--- config.mk ---
export PLATFORM = sky130hd
export DESIGN_NAME = unidade_controle
export DESIGN_NICKNAME = d
export VERILOG_FILES = /design/src/rtl/unidade_controle.sv
export SDC_FILE = /design/constraint.sdc
export NUM_CORES = 1
export LEC_CHECK = 0
export ABC_AREA = 1
export CAP_MARGIN = 5
export CORE_MARGIN = 10
export CORE_UTILIZATION = 38
export DETAILED_ROUTE_END_ITERATION = 16
export GPL_TIMING_DRIVEN = 0
export PLACE_DENSITY_LB_ADDON = 0.12
export SLEW_MARGIN = 20
export SYNTH_ARGS = -nofsm -noshare
export SYNTH_HDL_FRONTEND = slang
export SYNTH_SLANG_ARGS = --single-unit
--- constraint.sdc ---
create_clock -name Clock -period 2 [get_ports Clock]
set_input_delay 0.6 -clock Clock [delete_from_list [all_inputs] [get_ports Clock]]
set_output_delay 0.6 -clock Clock [all_outputs]
set_load 0.01 [all_outputs]
--- src/rtl/unidade_controle.sv ---
// Control FSM for the 9-bit-instruction processor: steps each instruction through T0..T3
// and decodes IR into register-file, bus, ALU and Done controls.
module unidade_controle #(
  parameter bit ENABLE_MVNZ = 1'b1
) (
  input  logic       Clock,
  input  logic       Reset,
  input  logic       Run,
  input  logic [8:0] IR,
  input  logic       Gnz,
  output logic       IRin,
  output logic [7:0] Rin,
  output logic [7:0] Rout,
  output logic       Ain,
  output logic       Gin,
  output logic       Gout,
  output logic       DINout,
  output logic       AddSub,
  output logic       Done,
  output logic [1:0] Tstep
);

  typedef enum logic [1:0] {StT0, StT1, StT2, StT3} tstep_e;

  tstep_e     state_q, state_d;
  logic [2:0] opcode;
  logic [7:0] x_oh, y_oh;

  always_ff @(posedge Clock) begin
    if (Reset) begin
      state_q <= StT0;
    end else begin
      state_q <= state_d;
    end
  end

  always_comb begin
    opcode  = IR[8:6];
    x_oh    = 8'b1 << IR[5:3];
    y_oh    = 8'b1 << IR[2:0];
    state_d = state_q;
    IRin    = 1'b0;
    Rin     = 8'h00;
    Rout    = 8'h00;
    Ain     = 1'b0;
    Gin     = 1'b0;
    Gout    = 1'b0;
    DINout  = 1'b0;
    AddSub  = 1'b0;
    Done    = 1'b0;
    Tstep   = state_q;

    unique case (state_q)
      StT0: begin
        IRin    = Run;
        state_d = Run ? StT1 : StT0;
      end
      StT1: begin
        case (opcode)
          3'b000: begin
            Rout = y_oh;
            Rin  = x_oh;
            Done = 1'b1;
          end
          3'b001: begin
            DINout = 1'b1;
            Rin    = x_oh;
            Done   = 1'b1;
          end
          3'b010, 3'b011: begin
            Rout    = x_oh;
            Ain     = 1'b1;
            state_d = StT2;
          end
          3'b100: begin
            Done = 1'b1;
            if (ENABLE_MVNZ && Gnz) begin
              Rout = y_oh;
              Rin  = x_oh;
            end
          end
          default: Done = 1'b1;
        endcase
      end
      StT2: begin
        // Only add/sub reach T2; anything else just retires so the FSM cannot stall.
        if (opcode[2:1] == 2'b01) begin
          Rout    = y_oh;
          Gin     = 1'b1;
          AddSub  = opcode[0];
          state_d = StT3;
        end else begin
          Done = 1'b1;
        end
      end
      StT3: begin
        Gout = 1'b1;
        Rin  = x_oh;
        Done = 1'b1;
      end
    endcase

    if (Done) begin
      state_d = StT0;
    end

    // Reset squashes every output in the same cycle so no partial write can escape.
    if (Reset) begin
      IRin   = 1'b0;
      Rin    = 8'h00;
      Rout   = 8'h00;
      Ain    = 1'b0;
      Gin    = 1'b0;
      Gout   = 1'b0;
      DINout = 1'b0;
      AddSub = 1'b0;
      Done   = 1'b0;
      Tstep  = 2'd0;
    end
  end

endmodule

### Word level (Yosys, flattened, before mapping)

Cells that the tools add are included.

| storage, ports and cells | value |
|---|---|
| register bits after elaboration | 2 |
| latch bits | 0 |
| RAM bits | 0 |
| ROM bits | 0 |
| bits of input ports | 13 |
| output and inout bits | 25 |
| word-level logic and storage cells | 54 |
| memories kept | 0 |

| operators by class | value |
|---|---|
| add/subtract/negate cells | 0 |
| $mul | 0 |
| divide/modulo/power cells | 0 |
| magnitude comparators | 0 |
| eq/ne operators | 10 |
| shift-type cells | 2 |
| muxes and demuxes | 34 |
| bitwise gates (word level) | 0 |
| reductions and logical operators | 7 |

Operators by type and width:

| operator | number |
|---|---|
| 8-bit case mux with 2 select lines | 3 |
| 8-bit two-way mux | 5 |
| 8-bit case mux with 3 select lines | 1 |
| 1-bit two-way mux | 20 |
| 1-bit by 3-bit << shifter with 8-bit output, first input constant | 2 |
| 3-bit by 2-bit equality test with 1-bit output, second input constant | 2 |
| 2-bit two-way mux | 3 |
| 2-bit case mux with 3 select lines | 1 |
| 2-bit OR reduction | 3 |
| 2-bit by 1-bit equality test with 1-bit output, second input constant | 2 |
| 2-bit equality test, second input constant | 2 |
| 3-bit by 1-bit equality test with 1-bit output, second input constant | 1 |
| 3-bit equality test, second input constant | 1 |
| 3-bit logical NOT | 1 |
| 1-bit case mux with 3 select lines | 1 |
| 3-bit AND reduction | 1 |
| 3-bit nonzero test | 1 |
| 2-bit logical NOT | 1 |
| 2-bit by 1-bit inequality test with 1-bit output, second input constant | 1 |
| 2-bit inequality test, second input constant | 1 |

### Logic depth before layout (Yosys ltp)

| depth | value |
|---|---|
| depth after elaboration | 5 |
| depth in mapped cells | 8 |
| gate-level depth less buffers | 8 |

### Worst setup path after synthesis

No wires, ideal clock.

| path | value |
|---|---|
| kind | input to output |
| from | in IR[5] |
| to | out Rout[7] |
| arrival time | 1.281 ns |
| data required time | 1.400 ns |
| slack | 0.119 ns |
| cell stages on the path | 7 |
| buffers on the path | 1 |
| cells stage by stage | buf_4 > inv_2 > nor2_1 > nand2_1 > o21ai_1 > nand2_1 > a21oi_1 |

| between the ends | value |
|---|---|
| longest elaborated chain between the ends | 4 |

Ends and longest elaborated chain:

| item | line | text |
|---|---|---|
| from (decl) | 9 | `input logic [8:0] IR,` |
| 1-bit by 3-bit << shifter with 8-bit output | 39 | `x_oh = 8'b1 << IR[5:3];` |
| 8-bit case mux with 3 select lines | 59 | `case (opcode)` |
| 8-bit case mux with 2 select lines | 53 | `unique case (state_q)` |
| 8-bit two-way mux | 108 | `if (Reset) begin` |
| to (decl) | 13 | `output logic [7:0] Rout,` |

Every way passes these cells.

### Worst setup path after layout

| path | value |
|---|---|
| from | in IR[8] |
| to | out Rout[7] |

| between the ends | value |
|---|---|
| longest elaborated chain between the ends | 5 |
| elaborated cells between the ends (all ways) | 10 |
| those cells by class | eq/ne: 4; mux: 4; reduce/logical: 2 |

Ends and longest elaborated chain:

| item | line |
|---|---|
| 3-bit by 2-bit equality test with 1-bit output | 59 |
| 2-bit OR reduction | 59 |
| 8-bit case mux with 3 select lines | 59 |
| 8-bit case mux with 2 select lines (*) | 53 |
| 8-bit two-way mux (*) | 108 |

Every way passes the cells marked *; elsewhere a longest branch is shown, timed or not.

==> results.sh <==
export IMPL_synth_area_top_cells="nand2_1 25%, nor2_1 15%, inv_1 9.2%"
export IMPL_met1_usage_pct=16.0
export IMPL_synth_seq_area_share_pct=5.76
export IMPL_netlist_area_um2=696
export IMPL_insertion_delay_ps=220
export IMPL_coreArea_mm2=0.00173
export IMPL_slew_violations=0
export IMPL_antenna_found_initial=0
export IMPL_drt_antenna_violating_nets=0
export IMPL_met3_usage_pct=2.33
export IMPL_io_buffers=35
export IMPL_fin_util_pct=75.2
export IMPL_worstPathArrival_ps=1480
export IMPL_rows=15
export IMPL_p_comb_share_pct=71.2
export IMPL_vdd_drop_max_uv=403
export IMPL_dieArea_mm2=0.00394
export IMPL_start_kind="input pin"
export IMPL_tightest_slew_ps=298
export IMPL_clkPwrFrac_pct=14.0
export IMPL_p_sw_share_pct=49.5
export IMPL_fp_dieH_um=62.8
export IMPL_cts_hold_buf=0
export IMPL_setup_ws_ps=-75.4
export IMPL_timing_rr_start="state_q[0]"
export IMPL_worstHoldStart="state_q[1]"
export IMPL_syn_num_nets=160
export IMPL_power_density_mw_per_mm2=463
export IMPL_maxSlewHeadroom_pct=80.1
export IMPL_grtUsageMet2_pct=26.9
export IMPL_synthTopCellsByCount="47 x nand2_1, 27 x nor2_1, 17 x inv_1"
export IMPL_cp_max_fo=4
export IMPL_synth_edf_count=0
export IMPL_p_int_uw=304
export IMPL_rsz0062_at_grt="yes"
export IMPL_hold_class="register to register"
export IMPL_nets=213
export IMPL_pre_cts_slack_ps=-961
export IMPL_setup_viol=16
export IMPL_syn_inst=143
export IMPL_outcome="finished with violations"
export IMPL_yosys_warnings=0
export IMPL_via_count=1080
export IMPL_synth_most_common_cell="nand2_1"
export IMPL_post_dp_hpwl_um=1900
export IMPL_gr_total_overflow=0
export IMPL_path_clk_slew_ps=30
export IMPL_drt_first_pass_iters=4
export IMPL_wirelength_um=2930
export IMPL_timing_final_crit_share_pct=104
export IMPL_ys_ff_latch=2
export IMPL_cts_root_buf="clkbuf_4"
export IMPL_required_ps=1400
export IMPL_seq_power_share_pct=14.7
export IMPL_synth_top_area_share_pct=25.4
export IMPL_cts_tree="built"
export IMPL_clock_sinks=2
export IMPL_p_total_uw=601
export IMPL_start_util_pct=40.3
export IMPL_hold_viol_final=0
export IMPL_wl_per_cell_um=13.4
export IMPL_synth_ff_type="dfxtp_1"
export IMPL_largest_reg_flops=2
export IMPL_h_tree_depth=1
export IMPL_p_leak_uw=0.000625
export IMPL_nFillCells=157
export IMPL_cts_inserted_buffers=3
export IMPL_grt_pass1_wl_um=4860
export IMPL_place_area_mm2=0.00108
export IMPL_die_width_um=62.8
export IMPL_multi_input_area_um2=741
export IMPL_reg_top3="state_q: 2 flops"
export IMPL_fin_crit_ps=2080
export IMPL_synth_area_per_cell_um2=4.86
export IMPL_crit_type="input pin to output pin"
export IMPL_synth_top_cell_by_area="nand2_1"
export IMPL_max_freq_mhz=482
export IMPL_io_pin_count=38
export IMPL_layout_drive_gt1_share_pct=50.0
export IMPL_grt_pass1_vias=1056
export IMPL_synth_distinct_cells=21
export IMPL_track_usage_pct=14.1
export IMPL_place_congestion=0.788
export IMPL_grt_max_degree=9
export IMPL_antenna_cells=0
export IMPL_switchingPower_uw=297
export IMPL_vias_per_cell=4.93
export IMPL_crit_path_start="IR[8]"
export IMPL_end_kind="output pin"
export IMPL_drt_iter0_drc=31
export IMPL_synthArstFlopShare_pct=0
export IMPL_fin_skew_ps=2.34
export IMPL_design_area_mm2=0.00130
export IMPL_drcViolationCount=0
export IMPL_maxCapViolCount=0
export IMPL_grt_busiest_layer="met2"
export IMPL_final_seq_area_um2=47.5
export IMPL_regMostFlops="state_q"
export IMPL_cts_buffer_depth=2
export IMPL_failed_checks="setup timing"
export IMPL_area_growth_pct=86.7
==> path summary, 6_finish.rpt <==
| kind | end | slack (ps) | depth (start not counted) |
|---|---|---|---|
| max | Rout[7] | -80 | 8 |
| min | state_q[1] | 530 | 2 |
| max reg2reg | state_q[1] | 690 | 8 |
| min reg2reg | state_q[1] | 530 | 2 |
==> metrics by stage <==
stage	instances	setup TNS (ps)	hold slack [ps]
after floorplan	143	0	473
after global placement	203	-18650	506
after detailed placement	203	-18850	515
after CTS	218	-307	534
after global routing	219	-1820	576
final	219	-504	531
==> repair_timing <==
item                                    CTS  global route
setup buffers                            11             1
endpoints found under the setup margin   25            21
gates cloned                              1             0
pin swaps                                26            11
resized for setup                       184            18
==> kinds of logic (layout without fill, tap and decap cells) <==
family	Yosys count	after routing	share of synthesized area, %
adder cells (fa/ha/maj)	4	4	7.19
AO/OA/AOI/OAI	17	17	13.7
AND/OR/NAND/NOR	96	97	58.6
buffers and inverters	24	74	14.7
flip-flops	2	2	5.76
==> layer usage <==
| metal | routed length (um) | vias to the layer above |
|---|---|---|
| met4 | 19 | 0 |
| met3 | 92 | 2 |
| met5 | 0 | - |
| met1 | 1180 | 491 |
| li1 | - | 558 |
| met2 | 1640 | 29 |
==> power groups by stage <==
stage	Sequential, uW	Clock [uW]	Combinational (uW)
after global routing	91.9	97.0	472
after floorplan	61.7	0	200
after CTS	88.7	88.7	381
after detailed placement	66.5	0	299
after global placement	65.7	0	294
final	88.6	84.2	428
==> critical path, cell delays in order <==
cell	delay [ps]
buf_8	110
inv_4	60
nand2_4	70
nor2_4	180
buf_6	110
nand4_1	70
a21oi_1	120
buf_2	140
==> placed cells by master, fill, tap and decap left out <==
cell	n
a21oi_1	6
a21oi_2	4
buf_12	1
buf_2	22
buf_4	15
buf_6	4
buf_8	1
clkbuf_2	1
clkbuf_4	4
clkdlybuf4s50_1	1
dfxtp_4	2
dlygate4sd2_1	4
ha_2	1
ha_4	3
inv_1	12
inv_2	3
inv_4	5
inv_6	1
nand2_1	40
nand2_2	6
nand2_4	3
nand3_1	8
nand3_2	3
nand4_1	2
nor2_1	15
nor2_2	7
nor2_4	9
nor3_1	2
nor3_2	1
o211ai_4	1
o21ai_0	1
o21ai_1	4
o31ai_1	1
or2_1	1
==> cell type report <==
| class | instances | area share, % |
|---|---|---|
| Buffer | 3 | 1.83 |
| Inverter | 21 | 7.42 |
| Tap cell | 25 | 2.41 |
| Multi-Input combinational cell | 118 | 57.0 |
| Clock buffer | 3 | 1.73 |
| Timing Repair Buffer | 47 | 25.9 |
| Sequential cell | 2 | 3.66 |
(Power assumes the default switching activity.)
